[src/rtl/alu_pkg.sv]
// Shared ALU definitions: opcode encoding, opcode width and requester IDs.
// Both the alu datapath and the alu_arbiter front end use these codes.
package alu_pkg;

  localparam int ALU_OP_W = 4;

  typedef logic [ALU_OP_W-1:0] alu_op_t;

  localparam alu_op_t OP_REG0 = 4'd0;
  localparam alu_op_t OP_REG1 = 4'd1;
  localparam alu_op_t OP_ADD  = 4'd2;
  localparam alu_op_t OP_SUB  = 4'd3;
  localparam alu_op_t OP_AND  = 4'd4;
  localparam alu_op_t OP_OR   = 4'd5;
  localparam alu_op_t OP_XOR  = 4'd6;
  localparam alu_op_t OP_NOT  = 4'd7;

  localparam logic REQ_CORE = 1'b0;
  localparam logic REQ_AUX  = 1'b1;

endpackage

[src/rtl/alu.sv]
// Purely combinational ALU. ADD/SUB wrap at the word width, NOT inverts
// operand b, and opcodes outside 0-7 produce zero.
module alu
  import alu_pkg::*;
#(
  parameter int WORD_SIZE = 18
) (
  input  logic [ALU_OP_W-1:0]  i_op,
  input  logic [WORD_SIZE-1:0] i_a,
  input  logic [WORD_SIZE-1:0] i_b,
  output logic [WORD_SIZE-1:0] o_result
);

  always_comb begin
    o_result = '0;
    case (i_op)
      OP_REG0: o_result = i_a;
      OP_REG1: o_result = i_b;
      OP_ADD:  o_result = i_a + i_b;
      OP_SUB:  o_result = i_a - i_b;
      OP_AND:  o_result = i_a & i_b;
      OP_OR:   o_result = i_a | i_b;
      OP_XOR:  o_result = i_a ^ i_b;
      OP_NOT:  o_result = ~i_b;
      default: o_result = '0;
    endcase
  end

endmodule

[src/rtl/alu_arbiter.sv]
// Round-robin front end sharing one alu between two valid/ready requesters,
// with a one-entry output register that tags each result with its requester.
module alu_arbiter
  import alu_pkg::*;
#(
  parameter int WORD_SIZE = 18
) (
  input  logic                 clock,
  input  logic                 reset,
  input  logic                 req0_valid,
  output logic                 req0_ready,
  input  logic [ALU_OP_W-1:0]  req0_op,
  input  logic [WORD_SIZE-1:0] req0_a,
  input  logic [WORD_SIZE-1:0] req0_b,
  input  logic                 req1_valid,
  output logic                 req1_ready,
  input  logic [ALU_OP_W-1:0]  req1_op,
  input  logic [WORD_SIZE-1:0] req1_a,
  input  logic [WORD_SIZE-1:0] req1_b,
  output logic                 resp_valid,
  input  logic                 resp_ready,
  output logic                 resp_id,
  output logic [WORD_SIZE-1:0] resp_data,
  output logic                 resp_zero
);

  logic                 r_respValid;
  logic                 r_respId;
  logic                 r_respZero;
  logic [WORD_SIZE-1:0] r_respData;
  logic                 r_lastGrant;

  logic                 w_slotFree;
  logic                 w_grantValid;
  logic                 w_grantId;
  logic                 w_accept;
  logic [ALU_OP_W-1:0]  w_aluOp;
  logic [WORD_SIZE-1:0] w_aluA;
  logic [WORD_SIZE-1:0] w_aluB;
  logic [WORD_SIZE-1:0] w_aluResult;

  // On contention the requester that did not win last time goes first.
  always_comb begin
    w_grantValid = req0_valid || req1_valid;
    w_grantId    = REQ_CORE;
    if (req0_valid && req1_valid) begin
      w_grantId = ~r_lastGrant;
    end else if (req1_valid) begin
      w_grantId = REQ_AUX;
    end
  end

  // A draining result frees the slot in the same cycle, allowing back-to-back accepts.
  assign w_slotFree = !r_respValid || resp_ready;
  assign w_accept   = !reset && w_slotFree && w_grantValid;
  assign req0_ready = w_accept && (w_grantId == REQ_CORE);
  assign req1_ready = w_accept && (w_grantId == REQ_AUX);

  assign w_aluOp = (w_grantId == REQ_AUX) ? req1_op : req0_op;
  assign w_aluA  = (w_grantId == REQ_AUX) ? req1_a  : req0_a;
  assign w_aluB  = (w_grantId == REQ_AUX) ? req1_b  : req0_b;

  alu #(
    .WORD_SIZE(WORD_SIZE)
  ) u_alu (
    .i_op    (w_aluOp),
    .i_a     (w_aluA),
    .i_b     (w_aluB),
    .o_result(w_aluResult)
  );

  // lastGrant resets to AUX so the core wins the first conflict.
  always_ff @(posedge clock) begin
    if (reset) begin
      r_respValid <= 1'b0;
      r_respData  <= '0;
      r_respZero  <= 1'b1;
      r_respId    <= REQ_CORE;
      r_lastGrant <= REQ_AUX;
    end else if (w_accept) begin
      r_respValid <= 1'b1;
      r_respData  <= w_aluResult;
      r_respZero  <= (w_aluResult == '0);
      r_respId    <= w_grantId;
      r_lastGrant <= w_grantId;
    end else if (r_respValid && resp_ready) begin
      r_respValid <= 1'b0;
    end
  end

  assign resp_valid = r_respValid;
  assign resp_data  = r_respData;
  assign resp_zero  = r_respZero;
  assign resp_id    = r_respId;

endmodule

[config.mk]
export PLATFORM = sky130hd
export DESIGN_NAME = alu_arbiter
export DESIGN_NICKNAME = d
export VERILOG_FILES = /design/src/rtl/alu_pkg.sv /design/src/rtl/alu.sv /design/src/rtl/alu_arbiter.sv
export SDC_FILE = /design/constraint.sdc
export NUM_CORES = 1
export LEC_CHECK = 0
export CAP_MARGIN = 20
export CORE_MARGIN = 2
export CORE_UTILIZATION = 55
export DETAILED_ROUTE_END_ITERATION = 7
export GPL_TIMING_DRIVEN = 0
export PLACE_DENSITY = 0.88
export SYNTH_ARGS = -nofsm -noshare
export SYNTH_HDL_FRONTEND = slang
export SYNTH_SLANG_ARGS = --single-unit
[constraint.sdc]
create_clock -name clock -period 8.87 [get_ports clock]
set_clock_uncertainty 0.1 [all_clocks]
set_input_delay 1.774 -clock clock [delete_from_list [all_inputs] [get_ports clock]]
set_output_delay 1.774 -clock clock [all_outputs]
set_load 0.05 [all_outputs]
==> results of run 1 <==
[final timing paths]
check	from	endpoint	slack, ns	cells after the start
hold / removal	resp_id$_SDFFE_PP0P_	resp_id$_SDFFE_PP0P_	0.40	2
setup reg to reg	r_lastGrant$_SDFFE_PP1P_	resp_zero$_SDFFE_PP1P_	2.48	17
hold reg to reg	resp_id$_SDFFE_PP0P_	resp_id$_SDFFE_PP0P_	0.40	2
setup / recovery	req0_valid	resp_zero$_SDFFE_PP1P_	0.82	18
[registers in the layout, indices dropped and copies added, names as in the netlist]
name and count:
resp_data 18, r_lastGrant 1, resp_id 1, resp_valid 1
resp_zero 1
[layout by cell type, fill, tap and decap left out, drive strengths merged, types with 5 or more instances in the layout]
cell type        n
a2111oi          5
a211o            5
a21o             7
a21oi           31
a221oi           8
a31oi            7
and3             6
buf              9
clkbuf          22
clkdlybuf4s50  105
dfxtp           22
ha              50
inv             43
mux2            14
mux2i           59
nand2           27
nand2b           6
nand3           10
nand3b          11
nand4            6
nor2            35
nor2b           10
nor3            14
nor4             8
o211ai           6
o21a             5
o21ai           21
o22ai            5
xnor2           22
xor2             6
[metal layers]
| metal | track usage, % | routed length, um |
|---|---|---|
| met1 | 46.1 | 6280 |
| met5 | 0 | 0 |
| met2 | 59.7 | 6940 |
| met4 | 14.4 | 578 |
| met3 | 5.15 | 1460 |
[cell families (layout without fill, tap and decap cells)]
group / after synthesis / count (layout) / share of synthesized area (%)
AND/OR/NAND/NOR: 154 / 154 / 20.4
AO/OA/AOI/OAI: 136 / 136 / 22.9
multiplexers: 73 / 73 / 18.2
buffers and inverters: 70 / 181 / 6.53
adder cells (fa/ha/maj): 51 / 51 / 15.5
XOR/XNOR: 28 / 28 / 5.90
flip-flops: 22 / 22 / 10.6
[power breakdown]
part / internal, mW / switching (mW)
Sequential: 0.111 / 0.00765
Combinational: 0.173 / 0.246
Clock: 0.0603 / 0.0330
Total: 0.344 / 0.287
[per-stage QoR]
stage / cells / hold slack (ns) / setup WS [ns] / instance area [sq um]
6_report: 744 / 0.404 / 0.817 / 5420
5_1_grt: 744 / 0.437 / 0.609 / 5420
4_1_cts: 743 / 0.401 / 0.967 / 5410
3_5_place_dp: 739 / 0.374 / 0.732 / 5340
3_3_place_gp: 738 / 0.365 / 0.718 / 5330
2_1_floorplan: 534 / 0.360 / 2.44 / 4160
[area by class of cell]
class | count | area (sq um)
Buffer | 27 | 110
Clock buffer | 3 | 41.3
Clock inverter | 1 | 30.0
Fill cell | 608 | 1870
Inverter | 43 | 161
Multi-Input combinational cell | 442 | 3450
Sequential cell | 22 | 440
Tap cell | 99 | 124
Timing Repair Buffer | 107 | 1070
[worst max-delay path, delay by kind of cell]
| family | cells | cell delay [ns] |
|---|---|---|
| adders and majority gates | 1 | 0.48 |
| AOI/OAI and AO/OA | 10 | 2.86 |
| buffers and inverters | 6 | 2.71 |
| muxes | 1 | 0.34 |
==> metrics.yaml, run 1 <==
finalMaxSlewViolations: 0
powerDensity_nw_per_um2: 116
leakagePower_nw: 2.40
wl_mm: 15.2
post-synth-top-count-cell: "mux2i_1"
cts_tree: "done"
hold_class: "reg2reg"
vdd_drop_max_v: 0.000142
finalHoldViolations: 0
drt-pass1-iter-count: 5
status: "finished, final reports clean"
clock_latency_ns: 0.26
layout_min_cycle_time_ns: 8.05
crit_chain: "clkdlybuf4s50_1 > a21bo_2 > buf_2 > buf_1 > buf_2 > buf_1 > mux2i_1 > inv_1 > fa_1 > a21o_1 > a2111oi_0 > a21oi_1 > a21o_1 > a21o_1 > a211o_1 > a211o_1 > a2111oi_2 > a31o_1"
syn_inst: 534
synth.distinct_cells: 68
yosys.area.top_type: "ha_1"
crit_type: "in2reg"
n_antenna_cell: 0
grt_usage_pct: 35.7
synth_area_leaders: "ha_1 (15%), mux2i_1 (14%), dfxtp_1 (11%), xnor2_1 (4.6%), a21oi_1 (3.7%)"
start_util_pct: 57.0
ctsHtreeMaxLevel: 1
path_common_cell: "a21o_1"
drc_errors: 0
cts_sinks: 22
grt_antenna_before_repair: 0
cts_made_buffers: 3
cp-end-kind: "flip-flop"
drt_iter0_drc: 493
place_congestion: 0.936
post-route-period-util_pct: 90.8
root_buffer: "clkbuf_8"
grt_pass1_vias: 4689
dp_hpwl_mm: 11.8
nets: 782
synth_commonest_cells: "mux2i_1 (57), ha_1 (50), inv_1 (38), nor2_1 (35), a21oi_1 (31)"
io_buffers: 105
setup-violations-final: 0
cts.path.max_buffers: 2
synth_top_area_share_pct: 15.0
total_power_mw: 0.631
fp-row-count: 31
synth_flop_cell: "dfxtp_1"
core-area_sq_um: 7290
cp.arrival_ns: 8.16
vias: 4805
async_reset_ff_share_pct: 0
dieArea_sq_um: 8270
synth_edf_count: 0
critPathLaunchType: "input port"
synth_area_sq_um: 4160
synthesis.nets: 670
avgSynthCellArea_sq_um: 7.79
yosysSeqAreaShare_pct: 10.6
setup_tns_ns: 0
ys_seq_elements: 22
timing.fmax_mhz: 124
postCtsResizedCells: 0
cp.required_ns: 8.98
drv_cap: 0
ant_nets: 0
avgRoutedWirePerCell_um: 20.5
die_h_um: 91.0
crit_fanout: 10
fp.dieW_um: 91.0
areaGrowthSynthToFinish_pct: 30.4
drive_gt1_share_pct: 6.36
detail_route.vias_per_cell: 6.46
path_clk_slew_ns: 0.08
worst_slew_pin_slew_ns: 1.14
grt_max_degree: 14
critPathSlowestCell: "a2111oi_0"
grt_pass1_wl_mm: 23.9
max_slew_margin_pct: 23.7
slowest_delay_ns: 0.73
post-cts-setup-buffers: 0
post-route-util_pct: 74.4
cts_hold_buf: 0
overflow: 0
rsz0062_at_grt: "false"
synth_warnings: 0
ioPinCount: 108
No activity file was read; power rests on OpenSTA's default activity.
==> run 2, diff against run 1 <==
--- a/config.mk
+++ b/config.mk
@@ -5,12 +5,15 @@
 export SDC_FILE = /design/constraint.sdc
 export NUM_CORES = 1
 export LEC_CHECK = 0
+export ABC_AREA = 1
 export CAP_MARGIN = 20
+export CORE_ASPECT_RATIO = 0.8
 export CORE_MARGIN = 2
-export CORE_UTILIZATION = 55
+export CORE_UTILIZATION = 56
 export DETAILED_ROUTE_END_ITERATION = 7
 export GPL_TIMING_DRIVEN = 0
 export PLACE_DENSITY = 0.88
+export SLEW_MARGIN = 10
 export SYNTH_ARGS = -nofsm -noshare
 export SYNTH_HDL_FRONTEND = slang
 export SYNTH_SLANG_ARGS = --single-unit
==> run 2 against run 1 <==
  * Highest routed layer unchanged
  * Die area grew 4.9%
  * Clock power shrank 20%
  * Synthesized cell count up 48%
==> metrics.yaml, run 2 <==
cp.required_ns: 7.00
yosys.area.top_type: "nand2_1"
wl_mm: 16.1
cts_sinks: 22
overflow: 0
dpl.cell_count: 1004
setup_tns_ns: 0
p_comb_share_pct: 72.1
crit_fanout: 10
avgRoutedWirePerCell_um: 16.0
path_clk_slew_ns: 0.08
cp-end-kind: "primary output"
grt_antenna_before_repair: 0
nets: 1037
ctsHtreeMaxLevel: 1
muxShareOfSynthArea_pct: 0
postCtsResizedCells: 0
finalMaxSlewViolations: 0
timing.fmax_mhz: 151
setup_ws_ns: 2.26
cts_tree: "done"
die_h_um: 83.7
ioPinCount: 108
synthAdderAreaFrac_pct: 14.5
hold_ws_ns: 0.414
post-cts-setup-buffers: 0
synthXorXnorAreaFrac_pct: 3.54
postPlaceCellArea_sq_um: 5660
dp_hpwl_mm: 12.9
max_slew_margin_pct: 48.6
cts_hold_buf: 0
grt_pass1_vias: 5326
place_congestion: 0.987
n_antenna_cell: 0
areaGrowthSynthToFinish_pct: 28.3
grt_pass1_wl_mm: 25.6
root_buffer: "clkbuf_8"
yosysSeqAreaShare_pct: 9.89
p_sw_mw: 0.370
synth_compound_area_share_pct: 15.3
setup-violations-final: 0
synth_flop_cell: "dfxtp_1"
drt_iter0_drc: 412
fp-row-count: 29
async_reset_ff_share_pct: 0
synth_edf_count: 0
vdd_drop_max_v: 0.000160
post-route-period-util_pct: 74.5
seq_power_share_pct: 17.2
avgSynthCellArea_sq_um: 5.64
finalHoldViolations: 0
grt_usage_pct: 36.2
yosys.area_share.simple_pct: 44.6
io_buffers: 107
crit_type: "in2out"
detail_route.vias_per_cell: 5.63
rsz0062_at_grt: "false"
cp.arrival_ns: 4.73
synth_commonest_cells: "nand2_1 (254), inv_1 (102), nor2_1 (75), nand3_1 (68), ha_1 (50)"
dpl_worst_slack_ns: 2.35
clock_latency_ns: 0.27
core-area_sq_um: 7840
swShare_pct: 52.8
post-route-util_pct: 72.9
leakagePower_nw: 3.05
cts_made_buffers: 3
cts.path.max_buffers: 2
clkPwrFrac_pct: 10.7
finalNonFillerCells: 1008
synth.distinct_cells: 40
synth_area_leaders: "nand2_1 (21%), ha_1 (14%), dfxtp_1 (9.9%), inv_1 (8.6%), nand3_1 (7.6%)"
start_util_pct: 56.8
worst_slew_pin_slew_ns: 0.767
vias: 5674
drive_gt1_share_pct: 8.11
synthesis.nets: 925
drv_cap: 0
drc_errors: 0
total_power_mw: 0.701
hold_class: "reg2reg"
final_cell_area_sq_um: 5710
critPathLaunchType: "input port"
ant_nets: 0
synth_warnings: 0
largest_register_ff_count: 18
grt_max_degree: 13
synth_top_area_share_pct: 21.4
fp.dieW_um: 104
syn_inst: 789
most-common-layout-cells: "nand2_1 (254), clkdlybuf4s50_1 (107), inv_1 (102)"
synth_top_family_by_area: "simple AND/OR/NAND/NOR gates"
dieArea_sq_um: 8680
layout_commonest_cell: "nand2_1"
power.internal_mw: 0.331
ys_seq_elements: 22
drt-pass1-iter-count: 6
synth_area_sq_um: 4450
status: "finished, final reports clean"
powerDensity_nw_per_um2: 123
post-synth-top-count-cell: "nand2_1"
layout_min_cycle_time_ns: 6.61
run 2: per-layer routing:
metal / vias up / GRT usage (%) / wire [um]
met2: 324 / 59.1 / 6970
li1: 2733 / - / -
met1: 2575 / 48.6 / 6820
met3: 42 / 7.26 / 1870
met4: 0 / 10.6 / 423
met5: - / 0 / 0
run 2: worst max-delay path, cell delays in order:
cell             delay (ns)
clkdlybuf4s50_1        0.59
buf_4                  0.21
nor2_1                 0.08
nor3_2                 0.63
inv_2                  0.17
clkbuf_1               0.27
nor2_1                 0.18
clkdlybuf4s50_1        0.83
run 2: final cells by class:
class,instances,area (sq um)
Timing Repair Buffer,107,1070
Clock buffer,4,55.1
Buffer,21,130
Multi-Input combinational cell,637,3470
Tap cell,108,135
Fill cell,649,2120
Inverter,109,409
Sequential cell,22,440
run 2: logic make-up (layout without fill, tap and decap cells):
logic type               Yosys count  after routing
buffers and inverters            130            241
AO/OA/AOI/OAI                    113            113
XOR/XNOR                          18             18
adder cells (fa/ha/maj)           51             51
flip-flops                        22             22
AND/OR/NAND/NOR                  455            455
run 2: power by group through the flow:
| stage | clock network [mW] | logic (mW) | registers [mW] |
|---|---|---|---|
| 6_report | 0.0749 | 0.505 | 0.121 |
| 5_1_grt | 0.0772 | 0.552 | 0.121 |
| 4_1_cts | 0.0722 | 0.492 | 0.120 |
| 3_5_place_dp | 0 | 0.489 | 0.121 |
| 3_3_place_gp | 0 | 0.472 | 0.121 |
| 2_1_floorplan | 0 | 0.291 | 0.163 |
run 2: worst paths after layout:
path                                  from                      to  slack [ns]  cells after the start
hold / removal      resp_zero$_SDFFE_PP1P_  resp_zero$_SDFFE_PP1P_        0.41                      2
setup reg to reg  r_lastGrant$_SDFFE_PP1P_  resp_zero$_SDFFE_PP1P_        4.59                     27
setup / recovery                req1_valid              req0_ready        2.26                      8
hold reg to reg     resp_zero$_SDFFE_PP1P_  resp_zero$_SDFFE_PP1P_        0.41                      2
==> run 3, diff against run 2 <==
--- a/config.mk
+++ b/config.mk
@@ -9,10 +9,10 @@
 export CAP_MARGIN = 20
 export CORE_ASPECT_RATIO = 0.8
 export CORE_MARGIN = 2
-export CORE_UTILIZATION = 56
+export CORE_UTILIZATION = 47
 export DETAILED_ROUTE_END_ITERATION = 7
 export GPL_TIMING_DRIVEN = 0
-export PLACE_DENSITY = 0.88
+export PLACE_DENSITY = 0.78
 export SLEW_MARGIN = 10
 export SYNTH_ARGS = -nofsm -noshare
 export SYNTH_HDL_FRONTEND = slang
==> constraint.sdc (replaced) <==
create_clock -name clock -period 5.6 [get_ports clock]
set_clock_uncertainty 0.1 [all_clocks]
set_input_delay 1.12 -clock clock [delete_from_list [all_inputs] [get_ports clock]]
set_output_delay 1.12 -clock clock [all_outputs]
set_load 0.05 [all_outputs]
==> run 3 against run 2 <==
  * Setup slack worse by 1.8 ns
  * First-iteration DRC count up 5.8%
  * Register-to-register slack got worse by 3.2 ns
  * Total power up 64%
  * Flip-flop and latch count unchanged
  * Routed wire length shrank 0.24%
  * Combinational power rose by 58%
  * Critical path depth did not move
  * Via count shrank 2.0%
  * Global-route usage shrank 5.6 points
  * Die area grew 18%
  * Critical path type unchanged
==> metrics.yaml, run 3 (same netlist as run 2, synthesis figures left out) <==
post-route-util_pct: 63.2
io_buffers: 107
cp-startpoint: "req1_valid"
setup_tns_ns: 0
p_sw_mw: 0.580
cp.required_ns: 4.38
place_congestion: 0.954
rsz0062_at_grt: "false"
drc_errors: 0
finalMaxSlewViolations: 0
timing.fmax_mhz: 193
r2r_slack_ns: 1.44
swShare_pct: 50.4
powerDensity_nw_per_um2: 200
p_comb_share_pct: 69.3
nets: 1037
crit_fanout: 10
crit_type: "in2out"
power.internal_mw: 0.572
layout_commonest_cell: "nand2_1"
root_buffer: "clkbuf_16"
most-common-layout-cells: "nand2_1 (253), clkdlybuf4s50_1 (107), inv_1 (102)"
ff2ff_path_depth: 27
avgRoutedWirePerCell_um: 15.8
ctsHtreeMaxLevel: 1
dpl_worst_slack_ns: 0.186
finalHoldViolations: 0
grt_max_degree: 13
ioPinCount: 108
post-cts-setup-buffers: 0
grt_pass1_vias: 5218
cp.arrival_ns: 3.96
die_h_um: 91.1
status: "finished, final reports clean"
grt_antenna_before_repair: 0
post-route-period-util_pct: 92.5
vdd_drop_max_v: 0.000231
worst_setup_path_endpoint: "req0_ready"
overflow: 0
clkPwrFrac_pct: 14.2
reg2reg_to: "resp_data[17]$_SDFFE_PP0P_"
drt_iter0_drc: 436
drive_gt1_share_pct: 8.22
hold_ws_ns: 0.418
drt-pass1-iter-count: 5
worst_slew_pin_slew_ns: 0.663
n_antenna_cell: 0
cts_sinks: 22
fp.dieW_um: 113
detail_route.vias_per_cell: 5.48
setup-violations-final: 0
cp-end-kind: "primary output"
total_power_mw: 1.15
critPathLaunchType: "input port"
grt_pass1_wl_mm: 25.8
wl_mm: 16.0
layout_min_cycle_time_ns: 5.18
areaGrowthSynthToFinish_pct: 29.3
critPathTopFamily: "buffers and inverters"
max_slew_margin_pct: 55.6
leakagePower_nw: 3.07
dp_hpwl_mm: 13.0
final_cell_area_sq_um: 5760
drv_cap: 0
rr_startpoint: "r_lastGrant$_SDFFE_PP1P_"
setup_ws_ns: 0.419
dpl.cell_count: 1011
cts_hold_buf: 0
dieArea_sq_um: 10300
critPathBufInv: 5
ant_nets: 0
clock_latency_ns: 0.25
crit_chain: "clkdlybuf4s50_1 > buf_4 > nor2_1 > nor3_2 > inv_2 > clkbuf_1 > nor2_1 > clkdlybuf4s50_1"
largest_register_ff_count: 18
postPlaceCellArea_sq_um: 5670
cts_made_buffers: 3
core-area_sq_um: 9110
slowest_delay_ns: 0.82
critPathSlowestCell: "clkdlybuf4s50_1"
hold_class: "reg2reg"
cts.path.max_buffers: 2
finalNonFillerCells: 1015
path_clk_slew_ns: 0.06
cts_tree: "done"
vias: 5561
fp-row-count: 31
start_util_pct: 48.8
cp_num_cells: 8
seq_power_share_pct: 16.6
grt_usage_pct: 30.7
## run 3: worst reg2reg max path: stages (launching register included)
cell and delay [ns]:
dfxtp_1 0.37, nand2_2 0.11, nand2_4 0.13, inv_2 0.14, nand2_1 0.09, nand2_1 0.16
nor2_1 0.14, nand2_1 0.09, nor2_2 0.19, inv_1 0.11, nor2_1 0.15, nand2_1 0.10
o21ai_2 0.15, nand2_1 0.10, xor2_1 0.16, ha_1 0.35, a21oi_1 0.29, o21ai_0 0.16
a21oi_1 0.13, nand2_1 0.06, nor2_1 0.20, nand3_1 0.12, nand2_1 0.07, nor2_1 0.05
nor2_2 0.11, nand2_1 0.08, nand2_1 0.10, inv_1 0.04
## run 3: final cells by class
type                    count  area, sq um
multi-input cells         637         3470
fillers                   886         3360
repair buffers            107         1070
flip-flops and latches     22          440
inverters                 109          409
well taps                 115          144
plain buffers              21          130
clock buffers               4         88.8
## run 3: routing by layer
| metal | vias to the layer above | track usage [%] | routed length (um) |
|---|---|---|---|
| met4 | 0 | 6.81 | 229 |
| met2 | 260 | 48.3 | 6910 |
| met5 | - | 0 | 0 |
| met1 | 2543 | 44.4 | 7360 |
| li1 | 2742 | - | - |
| met3 | 16 | 3.94 | 1550 |
## run 3: worst min path at each step
stage	slack [ns]	to	cells past startpoint	start
after floorplan	0.36	r_lastGrant$_SDFFE_PP1P_	2	r_lastGrant$_SDFFE_PP1P_
after global placement	0.40	resp_zero$_SDFFE_PP1P_	2	resp_zero$_SDFFE_PP1P_
after detailed placement	0.39	resp_zero$_SDFFE_PP1P_	2	resp_zero$_SDFFE_PP1P_
after CTS	0.42	resp_zero$_SDFFE_PP1P_	2	resp_zero$_SDFFE_PP1P_
after global routing	0.43	resp_zero$_SDFFE_PP1P_	2	resp_zero$_SDFFE_PP1P_
final	0.42	resp_id$_SDFFE_PP0P_	2	resp_id$_SDFFE_PP0P_
## run 3: power by group through the flow
stage	logic, mW	registers [mW]	clock network [mW]
2_1_floorplan	0.461	0.258	0
3_3_place_gp	0.756	0.193	0
3_5_place_dp	0.776	0.193	0
4_1_cts	0.781	0.190	0.164
5_1_grt	0.881	0.193	0.172
6_report	0.798	0.191	0.163
## run 3: repair_timing
action | 4_1_cts | 5_1_grt
resized for setup | 0 | 2
setup endpoints to repair | 0 | 1
hold endpoints to repair | 0 | 0
